==> src/rtl/fp_pkg.sv <==
// Shared single-precision float definitions for the FFT butterfly datapath.
package fp_pkg;

    localparam int         FP_EXP_W   = 8;
    localparam int         FP_FRAC_W  = 23;
    localparam int         FP_BIAS    = 127;
    localparam logic [7:0] FP_EXP_MAX = 8'hFF;

    typedef struct packed {
        logic                 sign;
        logic [FP_EXP_W-1:0]  exp;
        logic [FP_FRAC_W-1:0] frac;
    } fp32_t;

    // Leading-zero count of the 27-bit working mantissa; 27 means all zero.
    function automatic logic [4:0] lzc27(input logic [26:0] v);
        logic [4:0] n;
        n = 5'd27;
        for (int i = 0; i < 27; i++) begin
            if (v[i]) n = 5'(26 - i);
        end
        return n;
    endfunction

endpackage

==> src/rtl/fp_add_core.sv <==
// Combinational single-precision adder: unpack, align, add/sub, normalize,
// round-to-nearest-even and exception detection. Subnormals flush to zero.
module fp_add_core
    import fp_pkg::*;
(
    input  logic [31:0] opa,
    input  logic [31:0] opb,
    output logic [31:0] sum,
    output logic        ex
);

    fp32_t a, b;
    assign a = opa;
    assign b = opb;

    logic              a_zero, b_zero, a_big;
    logic              big_sign, small_sign;
    logic [7:0]        big_exp, small_exp, exp_diff;
    logic [23:0]       ma, mb, big_mant, small_mant;
    logic [26:0]       big_ext, small_al, norm, diff27;
    logic [53:0]       wide;
    logic [27:0]       sum28;
    logic [4:0]        lz;
    logic              cancel, rnd;
    logic [24:0]       mant25;
    logic [22:0]       frac_out;
    logic signed [9:0] res_exp;

    always_comb begin
        a_zero = (a.exp == 8'd0);
        b_zero = (b.exp == 8'd0);
        ma     = a_zero ? 24'd0 : {1'b1, a.frac};
        mb     = b_zero ? 24'd0 : {1'b1, b.frac};

        a_big      = (a.exp > b.exp) || ((a.exp == b.exp) && (ma >= mb));
        big_sign   = a_big ? a.sign : b.sign;
        small_sign = a_big ? b.sign : a.sign;
        big_exp    = a_big ? a.exp  : b.exp;
        small_exp  = a_big ? b.exp  : a.exp;
        big_mant   = a_big ? ma     : mb;
        small_mant = a_big ? mb     : ma;
        exp_diff   = big_exp - small_exp;

        // Bits shifted past the round position collapse into the sticky bit.
        wide = {small_mant, 3'b000, 27'd0} >> exp_diff;
        if (exp_diff > 8'd26) begin
            small_al = {26'd0, (small_mant != 24'd0)};
        end else begin
            small_al = wide[53:27] | {26'd0, (wide[26:0] != 27'd0)};
        end
        big_ext = {big_mant, 3'b000};

        res_exp = $signed({2'b00, big_exp});
        sum28   = 28'd0;
        diff27  = 27'd0;
        lz      = 5'd0;
        cancel  = 1'b0;
        if (big_sign == small_sign) begin
            sum28 = {1'b0, big_ext} + {1'b0, small_al};
            if (sum28[27]) begin
                norm    = {sum28[27:2], (sum28[1] | sum28[0])};
                res_exp = res_exp + 10'sd1;
            end else begin
                norm = sum28[26:0];
            end
        end else begin
            diff27  = big_ext - small_al;
            cancel  = (diff27 == 27'd0);
            lz      = lzc27(diff27);
            norm    = diff27 << lz;
            res_exp = res_exp - $signed({5'b00000, lz});
        end

        rnd    = norm[2] & (norm[1] | norm[0] | norm[3]);
        mant25 = {1'b0, norm[26:3]} + {24'd0, rnd};
        if (mant25[24]) begin
            frac_out = mant25[23:1];
            res_exp  = res_exp + 10'sd1;
        end else begin
            frac_out = mant25[22:0];
        end

        sum = 32'd0;
        ex  = 1'b0;
        if ((a.exp == FP_EXP_MAX) || (b.exp == FP_EXP_MAX)) begin
            ex = 1'b1;
        end else if (a_zero && b_zero) begin
            sum = 32'd0;
        end else if (a_zero) begin
            sum = opb;
        end else if (b_zero) begin
            sum = opa;
        end else if (cancel || (res_exp <= 10'sd0)) begin
            sum = 32'd0;
        end else if (res_exp >= 10'sd255) begin
            ex = 1'b1;
        end else begin
            sum = {big_sign, res_exp[7:0], frac_out};
        end
    end

endmodule

==> src/rtl/acc.sv <==
// Registered single-precision adder stage: Out = M1 + M2 one cycle later,
// EX flags Inf/NaN operands or overflow.
module acc
    import fp_pkg::*;
(
    input  logic        clk,
    input  logic        rst_n,
    input  logic [31:0] M1,
    input  logic [31:0] M2,
    output logic [31:0] Out,
    output logic        EX
);

    logic [31:0] sum_next;
    logic        ex_next;
    logic [31:0] out_reg;
    logic        ex_reg;

    fp_add_core u_core (
        .opa (M1),
        .opb (M2),
        .sum (sum_next),
        .ex  (ex_next)
    );

    always_ff @(posedge clk or negedge rst_n) begin
        if (!rst_n) begin
            out_reg <= 32'd0;
            ex_reg  <= 1'b0;
        end else begin
            out_reg <= sum_next;
            ex_reg  <= ex_next;
        end
    end

    assign Out = out_reg;
    assign EX  = ex_reg;

endmodule

==> config.mk <==
export PLATFORM = sky130hd
export DESIGN_NAME = acc
export DESIGN_NICKNAME = d
export VERILOG_FILES = /design/src/rtl/fp_pkg.sv /design/src/rtl/fp_add_core.sv /design/src/rtl/acc.sv
export SDC_FILE = /design/constraint.sdc
export NUM_CORES = 1
export LEC_CHECK = 0
export ABC_AREA = 0
export BUFFER_PORTS_ARGS = -buffer_cell sky130_fd_sc_hd__buf_2
export CORE_ASPECT_RATIO = 0.75
export CORE_MARGIN = 3
export CORE_UTILIZATION = 35
export DETAILED_ROUTE_END_ITERATION = 8
export PLACE_DENSITY_LB_ADDON = 0.05
export SKIP_CTS_REPAIR_TIMING = 1
export SYNTH_ARGS = -nofsm -noshare
export SYNTH_HDL_FRONTEND = slang
export SYNTH_SLANG_ARGS = --single-unit
==> constraint.sdc <==
create_clock -name clk -period 0.8 [get_ports clk]
set_input_delay 0.16 -clock clk [delete_from_list [all_inputs] [get_ports clk]]
set_output_delay 0.16 -clock clk [all_outputs]
set_load 0.01 [all_outputs]
==> results of run 1 <==
## power by group
part | internal (mW) | switching, mW
combinational | 22.7 | 25.8
clock | 1.80 | 0.814
sequential | 2.38 | 0.382
## layout make-up
cell class,count,area (µm²)
tap,512,641
multi-input combinational,1766,13400
clock buffer,5,125
fill,3598,15200
sequential,33,826
inverter,93,362
timing repair buffer,1035,7960
clock inverter,3,68.8
## metrics by stage
step | cells | total power [mW]
2_1_floorplan | 2029 | 23.9
3_3_place_gp | 3391 | 46.4
3_5_place_dp | 3391 | 46.5
4_1_cts | 3399 | 49.3
5_1_grt | 3447 | 56.7
6_report | 3447 | 53.9
## Yosys cell counts (all sizes together), types with 24 or more instances
cell | number | area share, %
o21ai | 122 | 4.5
nor3 | 67 | 2.5
nand2 | 236 | 6.5
and2 | 38 | 1.7
xnor2 | 66 | 4.3
inv | 92 | 2.5
clkbuf | 88 | 2.4
o31ai | 25 | 1.6
a211oi | 43 | 2.5
nor2 | 171 | 4.6
nand3 | 79 | 2.9
nand4 | 37 | 1.8
a21oi | 157 | 5.8
dfrtp | 33 | 6.0
a31oi | 39 | 1.8
mux2i | 88 | 6.4
o211ai | 32 | 1.9
xor2 | 27 | 1.7
ha | 93 | 8.4
or3 | 27 | 1.3
a22oi | 28 | 1.6
mux2 | 35 | 2.8
nor4 | 24 | 1.2
buf | 50 | 2.1
## state kept, by name, summed over array words and instances (netlist names)
signal  flops
Out        32
EX          1
## per-layer routing
metal  track usage [%]  wire (µm)  vias to the layer above
met3              7.62       9390                      112
met2              52.5      32600                     1090
met4              8.33       2260                        0
li1                  -          -                     9435
met5                 0          0                        -
met1              55.2      37900                    10039
## kinds of logic after synthesis
group	Yosys count
xor gates and xnor gates	93
DFF	33
adders and majority gates	95
muxes	131
AOI/OAI and AO/OA	666
buffers and inverters	231
and+or+nand+nor	780
## critical path, delay by kind of cell
family,cells,cell delay [ps]
muxes,3,730
and+or+nand+nor,16,3460
xor gates and xnor gates,2,450
adders and majority gates,3,700
AOI/OAI and AO/OA,17,4330
buffers and inverters,12,1830
## worst max-delay path by stage
stage                     depth (start not counted)    from      end  slack (ps)
after floorplan                                  70  M2[25]  Out[11]      -11090
final                                            53  M1[30]  Out[19]      -10720
after detailed placement                         50  M1[24]  Out[30]      -11300
after global routing                             56  M1[25]   Out[0]      -10960
after CTS                                        51  M1[24]   Out[9]      -11050
after global placement                           52  M1[24]  Out[13]      -11120
==> impl_metrics.py, run 1 <==
metrics = {
    "route": {
        "antenna_left": 0,
        "total_wirelength_um": 82200,
        "drt_iter0_markers": 2337,
        "vias_per_cell": 6.00,
        "drt_drc_violations_left": 0,
        "wire_per_inst_um": 23.8,
        "drt_first_pass_iters": 6,
        "detailroute.via_count": 20676,
    },
    "timing": {
        "post-route-worst-setup-slack_ps": -10720,
        "worst-slew-pin-transition_ps": 955,
        "fin_hold_ws_ps": 330,
        "setup_viol_count_final": 66,
        "portion_of_the_clock_cycle_consumed_by_the_worst_path_in_the_final_layout_pct": 1440,
        "clock.fmax_mhz": 86.8,
        "timing.setup.tns_ps": -355960,
        "rsz0062_at_grt": "true",
        "slew_headroom_pct": 35.5,
        "maxSlewViolCount": 0,
        "finalHoldViolCount": 0,
        "final.min_clock_period_ps": 11520,
    },
    "synth": {
        "synth_nets": 2190,
        "yosysSeqAreaShare_pct": 5.97,
        "yosysUniqueCellTypes": 117,
        "syn_area_um2": 13800,
        "yosysWarningCount": 0,
        "synth-async-reset-ratio_pct": 100,
        "syn_area_per_cell_um2": 6.82,
        "syn-instance-count": 2029,
        "synth-seq-cells": 33,
        "post_synth_and_or_nand_nor_area_fraction_pct": 27.6,
        "synthesized_area_fraction_occupied_by_xor_and_xnor_cells_pct": 5.99,
        "synth.mux.area_fraction_pct": 10.5,
        "synth-compound-area-share_pct": 34.1,
        "synth-edff-count": 0,
        "synth_top_family_by_area": "compound AO/OA/AOI/OAI gates",
        "synth_fa_ha_area_share_pct": 8.70,
        "synth_top_flop_cell": "dfrtp_1",
    },
    "finish": {
        "layout.cell_area.non_filler_um2": 23400,
        "area_delta_synth_final_pct": 69.1,
        "finalNetCount": 3095,
        "drive_above_1_share_pct": 46.1,
        "post-route-util_pct": 60.6,
        "mostFrequentLayoutCell": "buf_4",
        "most-common-layout-cells": "buf_4 (901), nand2_1 (224), nor2_1 (157)",
        "antenna-diode-count": 0,
    },
    "grt": {
        "grt_start_max_net_pins": 55,
        "grt_pass1_vias": 19039,
        "initial_antenna_violation_count": 0,
        "grt_pass1_wl_um": 119000,
        "grt_util_all_layers_pct": 36.6,
        "global_route.overflow_total": 0,
    },
    "hold_path": {
        "hold_path.class": "primary input to flop",
        "hold-path-endpoint": "Out[31]",
        "min_delay_startpoint": "M2[31]",
        "hold-path-cell-count": 4,
    },
    "critical_path": {
        "startpoint_type": "primary input",
        "worst_path_max_delay_cell": "or4_4",
        "worst_setup_path_end_kind": "flop",
        "max_stage_delay_ps": 470,
        "worstPathRequired_ps": 980,
        "path_max_fanout": 13,
        "path_class": "primary input to flop",
        "worstPathArrival_ps": 11700,
    },
    "placed_design": {
        "buffer_ports.inserted": 98,
        "routability_congestion_estimate": 1.03,
        "placement.setup.worst_slack_ps": -11300,
        "hpwlAfterDp_um": 69000,
        "cell_area_after_placement_um2": 21600,
    },
    "cts": {
        "ctsRootBufferMaster": "clkbuf_16",
        "htree_levels": 2,
        "clock_tree.buffer_depth": 2,
        "clock_sinks": 33,
        "cts_tree": "yes",
        "cts.reportedPaths.clkPinSlew_ps": 60,
        "numCtsBuffers": 5,
    },
    "outcome": {
        "violated_checks": "negative setup slack",
        "run_status": "finished, violations left",
    },
    "floorplanning": {
        "placement_rows": 62,
        "die-width_um": 236,
        "initial_cell_density_of_the_core_pct": 35.8,
        "floorplan.die.height_um": 178,
        "dieArea_um2": 42000,
        "design.core.area_um2": 38600,
        "boundaryPins": 99,
    },
    "power": {
        "power.density_nw_per_um2": 2310,
        "max-vdd-ir-drop_mv": 1.12,
        "power.leakage_nw": 10.8,
    },
    "job": {
        "drv.max_cap_violation_count": 0,
    },
}
No activity file was read; power rests on OpenSTA's default activity.
==> run 2: changes to the inputs <==
--- a/config.mk
+++ b/config.mk
@@ -5,7 +5,7 @@
 export SDC_FILE = /design/constraint.sdc
 export NUM_CORES = 1
 export LEC_CHECK = 0
-export ABC_AREA = 0
+export ABC_AREA = 1
 export BUFFER_PORTS_ARGS = -buffer_cell sky130_fd_sc_hd__buf_2
 export CORE_ASPECT_RATIO = 0.75
 export CORE_MARGIN = 3
==> run 2 against run 1 <==
Compared with the run above: the flow still finishes with violations (negative setup slack); utilization is 2.1 points lower; sequential power shrank 2%; sequential share of layout area up 0.63 points; largest cell class unchanged; first-iteration DRC count fell by 13%; hold slack worse by 58 ps; power shrank 5.7%.
==> impl_metrics.py, run 2 <==
metrics = {
    "critical_path": {
        "critPathMostFrequentCell": "nand2_1",
        "critPathBufInv": 20,
        "path_max_fanout": 12,
        "worst_setup_path_end_kind": "flop",
        "worstPathArrival_ps": 9660,
        "worst_path_max_delay_cell": "nor4_4",
        "critical-path-top-delay-family": "simple AND/OR/NAND/NOR gates",
        "path_class": "primary input to flop",
        "max_stage_delay_ps": 360,
        "startpoint_type": "primary input",
        "worstPathRequired_ps": 950,
    },
    "synth": {
        "synth-async-reset-ratio_pct": 100,
        "post-synth-top-count-cell": "nand2_1",
        "synth_top_flop_cell": "dfrtp_1",
        "synthDominantAreaCellType": "nand2_1",
        "yosysSeqAreaShare_pct": 6.78,
        "synth_largest_type_area_fraction_pct": 19.1,
        "synth-edff-count": 0,
        "syn_area_per_cell_um2": 5.52,
        "post_synth_main_area_contributors": "nand2_1 (19%), nand3_1 (14%), ha_1 (9.6%), inv_1 (7.3%), dfrtp_1 (6.8%)",
        "yosysWarningCount": 0,
        "syn_area_um2": 12200,
        "synth-seq-cells": 33,
        "post_synth_most_frequent_cells": "nand2_1 (619), nand3_1 (349), inv_1 (237)",
        "syn-instance-count": 2207,
        "synth_nets": 2368,
        "yosysUniqueCellTypes": 64,
    },
    "timing": {
        "clock.fmax_mhz": 105,
        "fin_hold_ws_ps": 272,
        "slew_headroom_pct": 55.6,
        "worst-slew-pin-transition_ps": 659,
        "portion_of_the_clock_cycle_consumed_by_the_worst_path_in_the_final_layout_pct": 1190,
        "final.min_clock_period_ps": 9510,
        "setup_viol_count_final": 66,
        "rsz0062_at_grt": "true",
        "finalHoldViolCount": 0,
        "maxSlewViolCount": 0,
        "post-route-worst-setup-slack_ps": -8710,
    },
    "power": {
        "power.leakage_nw": 10.6,
        "power.density_nw_per_um2": 2560,
        "max-vdd-ir-drop_mv": 2.23,
    },
    "floorplanning": {
        "initial_cell_density_of_the_core_pct": 35.9,
        "dieArea_um2": 37100,
        "placement_rows": 58,
        "design.core.area_um2": 33900,
        "boundaryPins": 99,
        "floorplan.die.height_um": 168,
        "die-width_um": 221,
    },
    "cts": {
        "clock_sinks": 33,
        "ctsRootBufferMaster": "clkbuf_16",
        "cts.reportedPaths.clkPinSlew_ps": 50,
        "clock_tree.buffer_depth": 2,
        "htree_levels": 2,
        "numCtsBuffers": 5,
        "cts_tree": "yes",
    },
    "route": {
        "detailroute.via_count": 17794,
        "drt_drc_violations_left": 0,
        "wire_per_inst_um": 18.1,
        "total_wirelength_um": 61400,
        "vias_per_cell": 5.25,
        "drt_first_pass_iters": 6,
        "antenna_left": 0,
        "drt_iter0_markers": 2038,
    },
    "grt": {
        "initial_antenna_violation_count": 3,
        "grt_util_all_layers_pct": 30.0,
        "grt_pass1_wl_um": 88500,
        "grt_start_max_net_pins": 38,
        "global_route.overflow_total": 0,
        "grt_pass1_vias": 15980,
    },
    "finish": {
        "register_area_um2": 826,
        "most-common-layout-cells": "buf_4 (685), nand2_1 (577), nand3_1 (321)",
        "drive_above_1_share_pct": 38.0,
        "number_of_fillers_in_the_final_layout": 3391,
        "area_taken_by_multi_input_logic_gates_um2": 10800,
        "post-route-util_pct": 58.5,
        "finalNetCount": 3098,
        "largest_register_ffs": 32,
        "area_delta_synth_final_pct": 62.9,
        "mostFrequentLayoutCell": "buf_4",
    },
    "outcome": {
        "violated_checks": "negative setup slack",
        "run_status": "finished, violations left",
    },
    "job": {
        "drv.max_cap_violation_count": 0,
    },
    "hold_path": {
        "hold_path.class": "primary input to flop",
    },
    "placed_design": {
        "buffer_ports.inserted": 98,
        "routability_congestion_estimate": 1.00,
        "hpwlAfterDp_um": 51100,
    },
}
run 2: cell types whose count changed after synthesis, sizes merged, moves of 49 or more:
cell,previous run,this run
nand2,236,644
nand3,79,356
inv,92,258
mux2i,88,0
xnor2,66,7
clkbuf,88,39
nor3,67,18
run 2: kinds of logic (layout without fill, tap and decap cells):
family                     after synthesis  count (layout)  share of synthesized area [%]
AOI/OAI and AO/OA                      306             306                           15.1
xor gates and xnor gates                78              78                           5.95
adders and majority gates               95              95                           9.89
buffers and inverters                  371            1098                           13.4
DFF                                     33              33                           6.78
other                                    0               1                              0
and+or+nand+nor                       1324            1327                           48.9
run 2: metal layers:
layer  global-route usage [%]  part of all wire [%]
met1                     45.5                    48
met4                     5.60                   1.9
met5                     1.94                  0.18
met3                     6.64                   9.5
met2                     43.3                    40
run 2: area by class of cell:
class / instances / share of cell area, %
Inverter: 264 / 5.14
Multi-Input combinational cell: 1806 / 54.4
Antenna cell: 1 / 0.0126
Tap cell: 450 / 2.84
Timing Repair Buffer: 827 / 32.7
Clock buffer: 7 / 0.719
Sequential cell: 33 / 4.16
run 2: path summary, 6_finish.rpt:
check,start,endpoint,cells past startpoint
setup / recovery,M1[23],Out[31],73
hold / removal,M2[31],Out[31],3
max in group asynchronous,rst_n,Out[12],3
min in group asynchronous,rst_n,Out[29],3
run 2: power breakdown:
part | internal [mW] | switching [mW] | total (mW)
registers | 2.46 | 0.250 | 2.71
logic | 19.9 | 26.4 | 46.3
clock network | 1.22 | 0.630 | 1.85
run 2: per-stage QoR:
step | setup TNS (ps) | power, mW | cell area [µm²] | worst slack, ps | instances
2_1_floorplan | -259260 | 24.9 | 12500 | -7870 | 2207
3_3_place_gp | -288250 | 44.7 | 18100 | -8790 | 3324
3_5_place_dp | -293220 | 44.8 | 18100 | -8940 | 3324
4_1_cts | -289580 | 46.9 | 18300 | -8700 | 3331
5_1_grt | -309150 | 54.5 | 19800 | -9260 | 3388
6_report | -290200 | 50.9 | 19800 | -8710 | 3388
